**src/rtl/mfe_led7seg_74hc595_shifter.sv**
```systemverilog
// Serialises one {segment, digit} frame per vld/rdy handshake onto a 74HC595 chain
// (sclk/rclk/dio), MSB first, then pulses rclk to latch it.
module mfe_led7seg_74hc595_shifter #(
  parameter int CLK_DIV = 4,
  parameter int DATA_W  = 16
) (
  input  logic              clk,
  input  logic              rst,
  input  logic [DATA_W-1:0] dat,
  input  logic              vld,
  output logic              rdy,
  output logic              sclk,
  output logic              rclk,
  output logic              dio
);

  localparam int DIV_W = (CLK_DIV > 1) ? $clog2(CLK_DIV) : 1;
  localparam int BIT_W = $clog2(DATA_W);
  localparam logic [DIV_W-1:0] DIV_LAST = DIV_W'(CLK_DIV - 1);
  localparam logic [BIT_W-1:0] BIT_TOP  = BIT_W'(DATA_W - 1);

  typedef enum logic [1:0] {
    S_IDLE,
    S_SHIFT,
    S_LATCH,
    S_GAP
  } state_e;

  state_e             state_q, state_d;
  logic [DIV_W-1:0]   div_q, div_d;
  logic [BIT_W-1:0]   bit_q, bit_d;
  logic [DATA_W-1:0]  shreg_q, shreg_d;
  logic               sclk_q, sclk_d;
  logic               rclk_q, rclk_d;
  logic               rdy_q, rdy_d;
  logic               div_wrap;

  assign div_wrap = (div_q == DIV_LAST);

  always_comb begin
    // NOTE: every next-state signal gets its hold value first so no path infers a latch.
    state_d = state_q;
    div_d   = div_wrap ? '0 : div_q + 1'b1;
    bit_d   = bit_q;
    shreg_d = shreg_q;
    sclk_d  = sclk_q;
    rclk_d  = rclk_q;
    rdy_d   = rdy_q;

    unique case (state_q)
      S_IDLE: begin
        div_d  = '0;
        sclk_d = 1'b0;
        rclk_d = 1'b0;
        rdy_d  = 1'b1;
        if (vld && rdy_q) begin
          state_d = S_SHIFT;
          shreg_d = dat;
          bit_d   = BIT_TOP;
          rdy_d   = 1'b0;
        end
      end
      S_SHIFT: begin
        if (div_wrap) begin
          if (!sclk_q) begin
            sclk_d = 1'b1;
          end else begin
            sclk_d = 1'b0;
            // Data advances on the falling edge so it is stable across the next rise.
            if (bit_q == '0) begin
              state_d = S_LATCH;
              rclk_d  = 1'b1;
            end else begin
              bit_d   = bit_q - 1'b1;
              shreg_d = {shreg_q[DATA_W-2:0], 1'b0};
            end
          end
        end
      end
      S_LATCH: begin
        if (div_wrap) begin
          rclk_d  = 1'b0;
          state_d = S_GAP;
        end
      end
      S_GAP: begin
        if (div_wrap) begin
          state_d = S_IDLE;
          rdy_d   = 1'b1;
        end
      end
      default: state_d = S_IDLE;
    endcase
  end

  always_ff @(posedge clk) begin
    if (rst) begin
      state_q <= S_IDLE;
      div_q   <= '0;
      bit_q   <= '0;
      // NOTE: the shift register is reset too because its MSB drives dio directly.
      shreg_q <= '0;
      sclk_q  <= 1'b0;
      rclk_q  <= 1'b0;
      rdy_q   <= 1'b0;
    end else begin
      // NOTE: non-blocking assignments keep every register sampling pre-edge values.
      state_q <= state_d;
      div_q   <= div_d;
      bit_q   <= bit_d;
      shreg_q <= shreg_d;
      sclk_q  <= sclk_d;
      rclk_q  <= rclk_d;
      rdy_q   <= rdy_d;
    end
  end

  assign rdy  = rdy_q;
  assign sclk = sclk_q;
  assign rclk = rclk_q;
  assign dio  = shreg_q[DATA_W-1];

endmodule

```
**config.mk**
```make
export PLATFORM = sky130hd
export DESIGN_NAME = mfe_led7seg_74hc595_shifter
export DESIGN_NICKNAME = d
export VERILOG_FILES = /design/src/rtl/mfe_led7seg_74hc595_shifter.sv
export SDC_FILE = /design/constraint.sdc
export NUM_CORES = 1
export LEC_CHECK = 0
export BUFFER_PORTS_ARGS = -buffer_cell sky130_fd_sc_hd__buf_2
export CORE_ASPECT_RATIO = 1.2
export CORE_MARGIN = 4
export CORE_UTILIZATION = 30
export CTS_CLUSTER_DIAMETER = 60
export DETAILED_ROUTE_END_ITERATION = 8
export GPL_ROUTABILITY_DRIVEN = 0
export MAX_ROUTING_LAYER = met4
export SLEW_MARGIN = 20
export SYNTH_ARGS = -nofsm -noshare
export SYNTH_HDL_FRONTEND = slang
export SYNTH_SLANG_ARGS = --single-unit
export TNS_END_PERCENT = 1
```
**constraint.sdc**
```tcl
create_clock -name clk -period 5.8 [get_ports clk]
set_clock_uncertainty 0.15 [all_clocks]
set_input_delay 0.29 -clock clk [delete_from_list [all_inputs] [get_ports clk]]
set_output_delay 0.29 -clock clk [all_outputs]
set_load 0.01 [all_outputs]
```
# Word-level counts from Yosys, hierarchy flattened
# Cells that the tools add are included.
# op_classes
addsub	2
eq_ne	11
n_mux	28
reduce_logical	12
# ops
op	n
two-way mux 16 bit	4
one-hot mux 16 bit (2 select lines)	1
two-way mux 4 bit	4
!= test 2 bit, second input constant	7
two-way mux 2 bit	6
AND reduction 5 bit	2
two-way mux 1 bit	8
one-hot mux 2 bit (4 select lines)	1
one-hot mux 4 bit (2 select lines)	1
== test 2 bit, second input constant	3
AND reduction 6 bit	1
logical NOT 4 bit	1
one-hot mux 1 bit (2 select lines)	2
AND reduction 2 bit	2
nonzero test 2 bit	2
subtractor 4 x 1 -> 4 bit, second input constant	1
one-hot mux 1 bit (3 select lines)	1
nonzero test 3 bit	1
OR reduction 3 bit	1
adder 2 x 1 -> 2 bit, second input constant	1
== test 2 x 1 -> 1 bit, second input constant	1
logical NOT 2 bit	1
logical AND 1 bit	1
# word_totals
register_bits	27
output_inout_bits	4

# Logic depth before layout (Yosys ltp)
# logic_depth
word_depth	5
depth_mapped	9

# Worst setup path before layout
# Ideal clock, no wire load.
# synth_path
path_kind	flip-flop to flip-flop
start	reg state_q[1]
end	reg bit_q[3]
setup_ns	0.115
t_arrival_ns	1.618
required_ns	5.535
setup_slack_ns	3.917
path_stages_with_launch	10
n_path_buf	3
path_cell_list	dfxtp_1 -> inv_1 -> ha_1 -> buf_4 -> nor2_1 -> a21oi_4 -> and2_4 -> buf_6 -> buf_8 -> o21a_1
# synth_via
elab_chain_len	3
# synth_lines
element	line	source
start, declared	29	state_e state_q, state_d;
start signal, assigned	108	state_q <= state_d;
== test 2 x 1 -> 1 bit or logical NOT 2 bit (tied branches)	50	unique case (state_q)
!= test 2 bit (no line) or nonzero test 2 bit (tied branches)	-	
AND reduction 5 bit (no line)	-	
end signal, assigned	110	bit_q <= bit_d;
end, declared	31	logic [BIT_W-1:0] bit_q, bit_d;
# Several ways; a longest one is shown, not always the timed one.
# A chain may end at the register's enable or synchronous reset.

# Worst setup path after layout
# layout_path
start	reg state_q[1]
end	reg bit_q[1]
# The elaborated chain is that of the path after synthesis.

==> qor.yml <==
yosys-top-cells-count: "27 x dfxtp_1, 18 x a21oi_1, 17 x mux2i_1, 9 x a211oi_1"
core_region_area_sq_um: 4660
synth_edf_count: 0
rows: 27
final-setup-viol-count: 0
cts.sinks: 27
ir_drop_mv: 0.135
clkLatencyLatePin_ps: 270
timing.critical_path.to: "bit_q[1]"
async_flop_share_pct: 0
grt_start_max_net_pins: 31
leakage_nw: 0.608
netlist_instances: 147
drive_above_1_share_pct: 25.3
ant_nets: 0
crit_path_start_kind: "flop"
cts_resized: 0
clk_pin_slew_worst_paths_ps: 100
min_path_type: "input pin to flop"
htreeDepth: 1
antenna_found_initial: 0
seq_area_frac_synth_pct: 36.7
yosysMostFrequentCell: "dfxtp_1"
end_kind: "flop"
dieHeight_microns: 84.8
fin_crit_sh_pct: 45.2
synth.distinct_cells: 36
grt_pass1_wl_microns: 5240
ff2ff_setup_slack_ps: 3180
io_buffers: 22
critical_path_class: "flop to flop"
rr_worst_depth: 6
worstPathRequired_ps: 5790
io_pins: 23
vias: 1103
holdWs_ps: 97.4
drc: 0
cts_inserted_buffers: 3
antennaDiodeCount: 0
dp.cells: 216
final_cells: 220
viasPerCell: 5.01
final-hold-violation-count: 0
utilization_pct: 35.1
drtIter0Drc: 30
start_util_pct: 31.6
ys_top_cells_by_area: "dfxtp_1 37%, mux2i_1 12%, a211oi_2 6.8%"
outcome: "completed"
area_growth_pct: 11.1
grt_use_total_pct: 10.6
netlist_area_sq_um: 1470
clk_path_buf_depth: 2
routedWlPerCell_microns: 12.9
synth_ff_type: "dfxtp_1"
drv_cap: 0
die_w_microns: 72.0
ys_seq_elements: 27
yosysWarningCount: 0
dieArea_sq_um: 6100
r2r_end: "bit_q[1]"
finalCriticalPeriod_ps: 2620
finalSetupTns_ps: 0
postCtsSetupBuffers: 0
worst_pin_slew_ps: 953
syn_avg_cell_area_sq_um: 10.0
relSlewSlack_pct: 36.4
rsz0062_at_grt: "false"
yosys.area.top_type: "dfxtp_1"
syn_nets: 174
fill_cells: 509
max_freq_mhz: 381
timing.critical_path.from: "state_q[1]"
design_area_sq_um: 1640
grt_pass1_vias: 1142
ctsHoldBuffers: 0
nets: 190
reg2reg_from: "state_q[1]"
netlist.area_leader.share_pct: 36.7
crit_path_max_fanout: 28
p_per_area_nw_per_um2: 445
place_area_sq_um: 1590
slew_violations: 0
firstDrtPassIters: 4
cts_tree: "yes"
dp_hpwl_microns: 1920
cp.arrival_ps: 2610
grt_overflow: 0
postRouteWirelength_microns: 2830
root_buffer: "clkbuf_8"
==> critical path, cell delays in order (launching register included) <==
cell      delay [ps]
dfxtp_1          410
inv_1            100
ha_1             180
buf_4            260
a21oi_2          800
and2_4           460
a311oi_1         130
==> logic make-up after synthesis <==
kind of cell / synth area share, %
buf+inv: 6.88
xor+xnor: 0.595
simple gates: 10.4
compound gates: 27.1
mux: 11.6
flops: 36.7
fa+ha+maj: 6.80
==> layer usage <==
layer  vias to the layer above  track usage [%]  wire length, microns
met5                         -                -                     0
met4                         0             3.93                    34
met3                         2             1.20                    46
met2                        16             16.9                  1350
met1                       515             13.7                  1400
li1                        570                -                     -
==> power breakdown <==
group          leakage (nW)  internal, W  switching [W]
Sequential            0.222     0.000236      0.0000343
Combinational         0.365     0.000146       0.000203
Clock                0.0217    0.0000487      0.0000610
Total                 0.608     0.000430       0.000298
==> metrics by stage <==
step / total power [W] / worst slack [ps]
global route: 0.000793 / 2990
CTS: 0.000738 / 3170
finish: 0.000728 / 3180
global placement: 0.000624 / 3230
detailed placement: 0.000627 / 3180
floorplan: 0.000591 / 3920
==> sequential cells by signal, indices dropped and copies added (netlist names) <==
name     flops
bit_q        4
div_q        2
rclk         1
rdy          1
sclk         1
shreg_q     16
state_q      2
==> worst min path at each step <==
| stage | from | endpoint | slack (ps) | cells after the start |
|---|---|---|---|---|
| floorplan | div_q[0] | div_q[0] | 260 | 1 |
| global placement | div_q[0] | div_q[0] | 280 | 1 |
| detailed placement | div_q[0] | div_q[0] | 280 | 1 |
| CTS | vld | rdy | 90 | 2 |
| global route | vld | rdy | 120 | 2 |
| finish | vld | rdy | 100 | 2 |
==> cell usage in the layout (no fill, tap or decap) <==
| cell type | instances |
|---|---|
| xor2_1 | 1 |
| nor3_1 | 5 |
| a211oi_1 | 9 |
| and2_4 | 1 |
| a21oi_4 | 1 |
| a311oi_1 | 3 |
| dfxtp_1 | 27 |
| mux2i_1 | 17 |
| nor2_1 | 7 |
| and3_1 | 1 |
| a21boi_2 | 1 |
| ha_1 | 8 |
| a211oi_2 | 8 |
| inv_1 | 7 |
| a21oi_2 | 1 |
| nand3_1 | 1 |
| nor4_1 | 1 |
| o211a_1 | 1 |
| nand2_1 | 1 |
| o21ai_1 | 1 |
| a2111oi_4 | 1 |
| clkbuf_8 | 3 |
| buf_4 | 1 |
| o21bai_1 | 2 |
| o21a_1 | 2 |
| nor4b_1 | 1 |
| clkinvlp_4 | 1 |
| nand4_1 | 2 |
| nor3b_4 | 1 |
| a31oi_1 | 1 |
| nand2b_1 | 4 |
| a21oi_1 | 18 |
| buf_2 | 22 |
| nor2b_1 | 1 |
==> area by class of cell <==
| cell class | count | area, sq um | area share, % |
|---|---|---|---|
| Clock buffer | 3 | 41.3 | 2.52 |
| Clock inverter | 1 | 7.51 | 0.459 |
| Inverter | 7 | 26.3 | 1.61 |
| Multi-Input combinational cell | 101 | 831 | 50.8 |
| Sequential cell | 27 | 541 | 33.0 |
| Tap cell | 58 | 72.6 | 4.43 |
| Timing Repair Buffer | 23 | 118 | 7.19 |
Note: power is estimated with default switching activity, not from simulation.
